--- src/rtl/cache_bus_pkg.sv ---
// rtl/cache_bus_pkg.sv - shared types and tag constants for the cache bus arbiter
package cache_bus_pkg;

    localparam int TAG_WIDTH = 13;

    // tag layout: [1:0] op, [3:2] space, [5:4] stream, [12:6] reserved
    localparam logic [TAG_WIDTH-1:0] TAG_READ   = 13'h001;
    localparam logic [TAG_WIDTH-1:0] TAG_WRITE  = 13'h002;
    localparam logic [TAG_WIDTH-1:0] TAG_MEMORY = 13'h004;
    localparam logic [TAG_WIDTH-1:0] TAG_DATA   = 13'h010;
    localparam logic [TAG_WIDTH-1:0] TAG_INSN   = 13'h020;

    typedef enum logic [1:0] {
        IDLE = 2'd0,
        REQ  = 2'd1,
        WAIT = 2'd2
    } state_e;

    typedef enum logic {
        REQ_INSN = 1'b0,
        REQ_DATA = 1'b1
    } requester_e;

endpackage

--- src/rtl/cache_bus_arbiter_rr_pick2.sv ---
// rtl/cache_bus_arbiter_rr_pick2.sv - two-way round-robin picker
// Purely combinational; the caller owns the last-grant register.
module rr_pick2
    import cache_bus_pkg::*;
(
    input  logic       req_insn,
    input  logic       req_data,
    input  requester_e last_grant,
    output logic       gnt_valid,
    output requester_e gnt_id
);

    always_comb begin
        gnt_valid = req_insn | req_data;
        gnt_id    = REQ_INSN;
        if (req_insn && req_data) begin
            gnt_id = (last_grant == REQ_INSN) ? REQ_DATA : REQ_INSN;
        end else if (req_data) begin
            gnt_id = REQ_DATA;
        end
    end

endmodule

--- src/rtl/cache_bus_arbiter.sv ---
// rtl/cache_bus_arbiter.sv - shares one cache request/response bus between fetch and memory stages
// One transaction outstanding at a time; grants alternate round-robin on contention.
module cache_bus_arbiter
    import cache_bus_pkg::*;
#(
    parameter int ADDR_WIDTH = 64,
    parameter int DATA_WIDTH = 64,
    parameter int TAG_WIDTH  = cache_bus_pkg::TAG_WIDTH
) (
    input  logic                  clk,
    input  logic                  reset,
    input  logic                  insnReqcycIn,
    input  logic [ADDR_WIDTH-1:0] insnReqIn,
    input  logic [TAG_WIDTH-1:0]  insnReqtagIn,
    output logic                  insnReqackOut,
    output logic                  insnRespcycOut,
    output logic [DATA_WIDTH-1:0] insnRespOut,
    input  logic                  insnRespackIn,
    input  logic                  dataReqcycIn,
    input  logic [ADDR_WIDTH-1:0] dataReqIn,
    input  logic [TAG_WIDTH-1:0]  dataReqtagIn,
    output logic                  dataReqackOut,
    output logic                  dataRespcycOut,
    output logic [DATA_WIDTH-1:0] dataRespOut,
    input  logic                  dataRespackIn,
    output logic                  reqcycOut,
    output logic [ADDR_WIDTH-1:0] reqOut,
    output logic [TAG_WIDTH-1:0]  reqtagOut,
    input  logic                  reqackIn,
    input  logic                  respcycIn,
    input  logic [DATA_WIDTH-1:0] respIn,
    output logic                  respackOut,
    output logic                  busyOut,
    output logic                  ownerOut
);

    state_e                state_q, state_d;
    requester_e            owner_q, owner_d;
    logic [ADDR_WIDTH-1:0] addr_q, addr_d;
    logic [TAG_WIDTH-1:0]  tag_q, tag_d;

    logic       gnt_valid;
    requester_e gnt_id;
    logic       own_respack;
    logic       own_reqcyc;
    logic       resp_phase;
    logic       is_data;

    // owner_q doubles as the last-grant pointer: outside a transaction it is the last winner
    rr_pick2 u_pick (
        .req_insn   (insnReqcycIn),
        .req_data   (dataReqcycIn),
        .last_grant (owner_q),
        .gnt_valid  (gnt_valid),
        .gnt_id     (gnt_id)
    );

    assign is_data     = (owner_q == REQ_DATA);
    assign own_respack = is_data ? dataRespackIn : insnRespackIn;
    assign own_reqcyc  = is_data ? dataReqcycIn  : insnReqcycIn;

    always_ff @(posedge clk or posedge reset) begin
        if (reset) begin
            state_q <= IDLE;
            owner_q <= REQ_INSN;
            addr_q  <= '0;
            tag_q   <= '0;
        end else begin
            state_q <= state_d;
            owner_q <= owner_d;
            addr_q  <= addr_d;
            tag_q   <= tag_d;
        end
    end

    always_comb begin
        state_d = state_q;
        owner_d = owner_q;
        addr_d  = addr_q;
        tag_d   = tag_q;
        unique case (state_q)
            IDLE: begin
                if (gnt_valid) begin
                    state_d = REQ;
                    owner_d = gnt_id;
                    addr_d  = (gnt_id == REQ_DATA) ? dataReqIn    : insnReqIn;
                    tag_d   = (gnt_id == REQ_DATA) ? dataReqtagIn : insnReqtagIn;
                end
            end
            REQ: begin
                // an ack fused with the response can complete without visiting WAIT
                if (reqackIn) begin
                    state_d = (respcycIn && own_respack) ? IDLE : WAIT;
                end
            end
            WAIT: begin
                if (respcycIn && own_respack) begin
                    state_d = IDLE;
                end
            end
            default: state_d = IDLE;
        endcase
    end

    always_comb begin
        resp_phase     = (state_q == WAIT) || ((state_q == REQ) && reqackIn);
        reqcycOut      = (state_q == REQ);
        reqOut         = addr_q;
        reqtagOut      = tag_q;
        busyOut        = (state_q != IDLE);
        ownerOut       = owner_q;
        insnReqackOut  = (state_q == REQ) && reqackIn && !is_data;
        dataReqackOut  = (state_q == REQ) && reqackIn &&  is_data;
        insnRespcycOut = resp_phase && respcycIn && !is_data;
        dataRespcycOut = resp_phase && respcycIn &&  is_data;
        insnRespOut    = (resp_phase && !is_data) ? respIn : '0;
        dataRespOut    = (resp_phase &&  is_data) ? respIn : '0;
        respackOut     = resp_phase && respcycIn && own_respack;
    end

    // requesters must hold reqcyc until their reqack
    assert property (@(posedge clk) disable iff (reset)
        (state_q == REQ) |-> own_reqcyc);

endmodule

--- config.mk ---
export PLATFORM = sky130hd
export DESIGN_NAME = cache_bus_arbiter
export DESIGN_NICKNAME = d
export VERILOG_FILES = /design/src/rtl/cache_bus_pkg.sv /design/src/rtl/cache_bus_arbiter_rr_pick2.sv /design/src/rtl/cache_bus_arbiter.sv
export SDC_FILE = /design/constraint.sdc
export NUM_CORES = 1
export LEC_CHECK = 0
export ABC_AREA = 1
export CORE_AREA = 10 10 163 165
export DETAILED_ROUTE_END_ITERATION = 7
export DIE_AREA = 0 0 173 175
export PLACE_DENSITY_LB_ADDON = 0.05
export SYNTH_ARGS = -nofsm -noshare
export SYNTH_HDL_FRONTEND = slang
export SYNTH_SLANG_ARGS = --single-unit
--- constraint.sdc ---
create_clock -name clk -period 2.55 [get_ports clk]
set_input_delay 0.51 -clock clk [delete_from_list [all_inputs] [get_ports clk]]
set_output_delay 0.51 -clock clk [all_outputs]
set_load 0.005 [all_outputs]
==> reports/results.txt <==
status = finished clean
# fillers = 2,563
Clock Path Buffers = 2
Worst setup EP type = primary output
Die Y = 175 microns
Core Footprint = 23,300 sq um
worst path arrival time = 1.96 ns
Cells after Synth = 900
Setup Slack @ Placement = -0.195 ns
initial antenna violation count = 6
Worst-Margin Slew = 0.495 ns
final setup vio count = 0
vias in the first global route = 6,654
# IOs = 439
routability-driven placement congestion ratio = 0.920
setup bufs post-CTS = 0
# port buffers = 438
worst setup margin = 0.0793 ns
Setup crit start kind = flip-flop
cell taking the most area after synthesis = dfrtp_1
Initial Utilization = 23.4%
Synth area leaders = dfrtp_1 37%, nand2_1 16%, inv_1 16%
final hold violations = 0
WL final = 29,700 microns
skew final = 0.00458 ns
Leakage = 6.05 nW
TritonRoute pass-1 iters = 5
Worst IR Drop VDD = 0.000352 V
share of the synthesized area in the top cell type = 36.7%
CTS tree = done
post-route cell area = 10,400 sq um
area taken by multi-input logic gates = 2270 sq um
RSZ-0062 raised after global routing = yes
# H-tree levels = 3
CTS Sinks = 80
Slew headroom = 67.0%
Min Clock Period, post-route = 2.47 ns
Yosys reg bits = 80
global route overflow = 0
Commonest cells post-synth = 239 x nand2_1, 225 x inv_1, 155 x nand3_1, 135 x nor2_1, 80 x dfrtp_1
drt drc = 0
post-synthesis sequential area ratio = 36.7%
setup TNS = 0 ns
CP Max Fanout = 19
Wirelength per Cell = 18.1 microns
Hold Path Cell Cnt = 2
Post-Syn Area = 5450 sq um
Starting DRT DRC Count = 326
Nets = 1,537
sequential cell area = 2000 sq um
Synth async-reset ratio = 100%
reg2reg path depth = 6
final core occ = 44.6%
DRT antenna net count = 0
yosys warns = 0
Slew Viols, Final = 0
TritonCTS Buffers = 9
Max Clock Freq = 405 MHz
Cell Area, Placed = 10,200 sq um
via count = 6,703
CP required = 2.04 ns
Unique masters post-synth = 19
first-pass GRT wire length = 43,800 microns
clock transition at the registers of the reported paths = 0.06 ns
Post-synth top flop = dfrtp_1
final std cells w/o fill = 1,640
Root Driver = clkbuf_16
Cells after DPL = 1,619
num rows = 56
largest net degree at the start of global routing = 78
Area growth syn-to-layout = 90.2%
synthesized area per cell = 6.05 sq um
max-cap check violation count = 0
syn_nets = 1,126
most common cell in the netlist = nand2_1
Post-synth EDFFs = 0
layout cells sized above 1 = 3.57%
# hold bufs at CTS = 0
Clock Latency Late Sink = 0.35 ns
post-DP HPWL = 24,000 microns
Die Wd = 173 microns
Setup CP Type = reg2out
GRT Util Overall = 18.8%
via-per-instance ratio = 4.09
Die ar. = 30,300 sq um
final period utilization = 96.9%
Worst Hold Class = in2reg
PwrDens = 870 nW/um^2
[flip-flops by register name (all words and copies together), names as in the netlist]
register,cells
ownerOut,1
reqOut,64
reqtagOut,13
state_q,2
[cells in the final DEF, fill, tap and decap left out]
master           synthesis  final
clkdlybuf4s50_1          0    308
nand2_1                239    235
inv_1                  225    224
nand3_1                155    155
nor2_1                 135    135
dlygate4sd2_1            0    125
dfrtp_1                 80     79
buf_12                   0     11
clkbuf_16                0      9
diode_2                  0      5
buf_4                    8      5
nand2_2                  1      4
dlymetal6s2s_1           0      4
clkinv_2                 0      3
inv_2                    2      2
clkinvlp_4               0      2
bufinv_16                0      2
nor2_4                   0      1
o21ai_4                  0      1
nor2_2                   2      1
nand3_2                  1      1
nand2_4                  0      1
a21oi_1                  1      1
o21ai_0                  1      1
o21a_1                   1      1
o31ai_1                  1      1
clkbuf_8                 0      1
buf_2                   20      1
buf_6                   12      1
dfrtp_2                  0      1
[cell families (layout without fill, tap and decap cells)]
| family | count (synthesis) | count (layout) | share of synthesized area (%) |
|---|---|---|---|
| buffers and inverters | 282 | 698 | 22.1 |
| AO/OA/AOI/OAI | 5 | 5 | 0.620 |
| other | 0 | 5 | 0 |
| flip-flops | 80 | 80 | 36.7 |
| AND/OR/NAND/NOR | 533 | 533 | 40.5 |
[area by class of cell]
cell class                      count  area share [%]
Clock buffer                       10            2.31
Multi-Input combinational cell    538            21.9
Inverter                          227            8.26
Sequential cell                    80            19.3
Clock inverter                      6           0.797
Timing Repair Buffer              455            43.4
Tap cell                          319            3.85
Antenna cell                        5           0.121
[through the flow]
stage                     hold WS, ns  power (W)
after floorplan                 0.473    0.00453
after global placement          0.462    0.00804
after detailed placement        0.464    0.00803
after CTS                       0.473    0.00922
after global routing            0.444    0.00978
final                           0.418    0.00902
[report_power, final]
group / internal, W / total [W] / switching (W)
registers: 0.00193 / 0.00229 / 0.000359
clock network: 0.000879 / 0.00143 / 0.000547
logic: 0.00267 / 0.00531 / 0.00264
total: 0.00547 / 0.00902 / 0.00354
[per-layer routing]
metal,track usage [%],share of wire (%),vias up
li1,-,-,3423
met1,19.1,37,3017
met2,35.7,54,242
met3,7.01,8.0,19
met4,4.38,0.91,2
met5,0,0.030,-
[worst max-delay path, cell delays in order, from the launching register on]
cell and delay, ns:
dfrtp_1 0.41, inv_2 0.07, nor2_2 0.09, inv_1 0.07, nand2_2 0.10, nand2_2 0.10, buf_12 0.17, nor2_1 0.08
clkdlybuf4s50_1 0.51
[path summary, 6_finish.rpt]
kind                       slack, ns                  endpoint              startpoint
min                             0.42    state_q[0]$_DFFE_PP0P_                reqackIn
max in group asynchronous       1.45    reqOut[52]$_DFFE_PP0P_                   reset
max                             0.08           insnRespOut[33]  state_q[1]$_DFFE_PP0P_
min in group asynchronous       0.47    reqOut[30]$_DFFE_PP0P_                   reset
max reg2reg                     0.98  reqtagOut[7]$_DFFE_PP0P_    ownerOut$_DFFE_PP0P_
min reg2reg                     0.47    reqOut[34]$_DFFE_PP0P_  reqOut[34]$_DFFE_PP0P_
[repair_timing]
| item | CTS | global route |
|---|---|---|
| gates resized for setup | 131 | 5 |
| setup endpoints to repair | 130 | 7 |
| pin swaps | 0 | 1 |
Note: power is estimated with default switching activity, not from simulation.
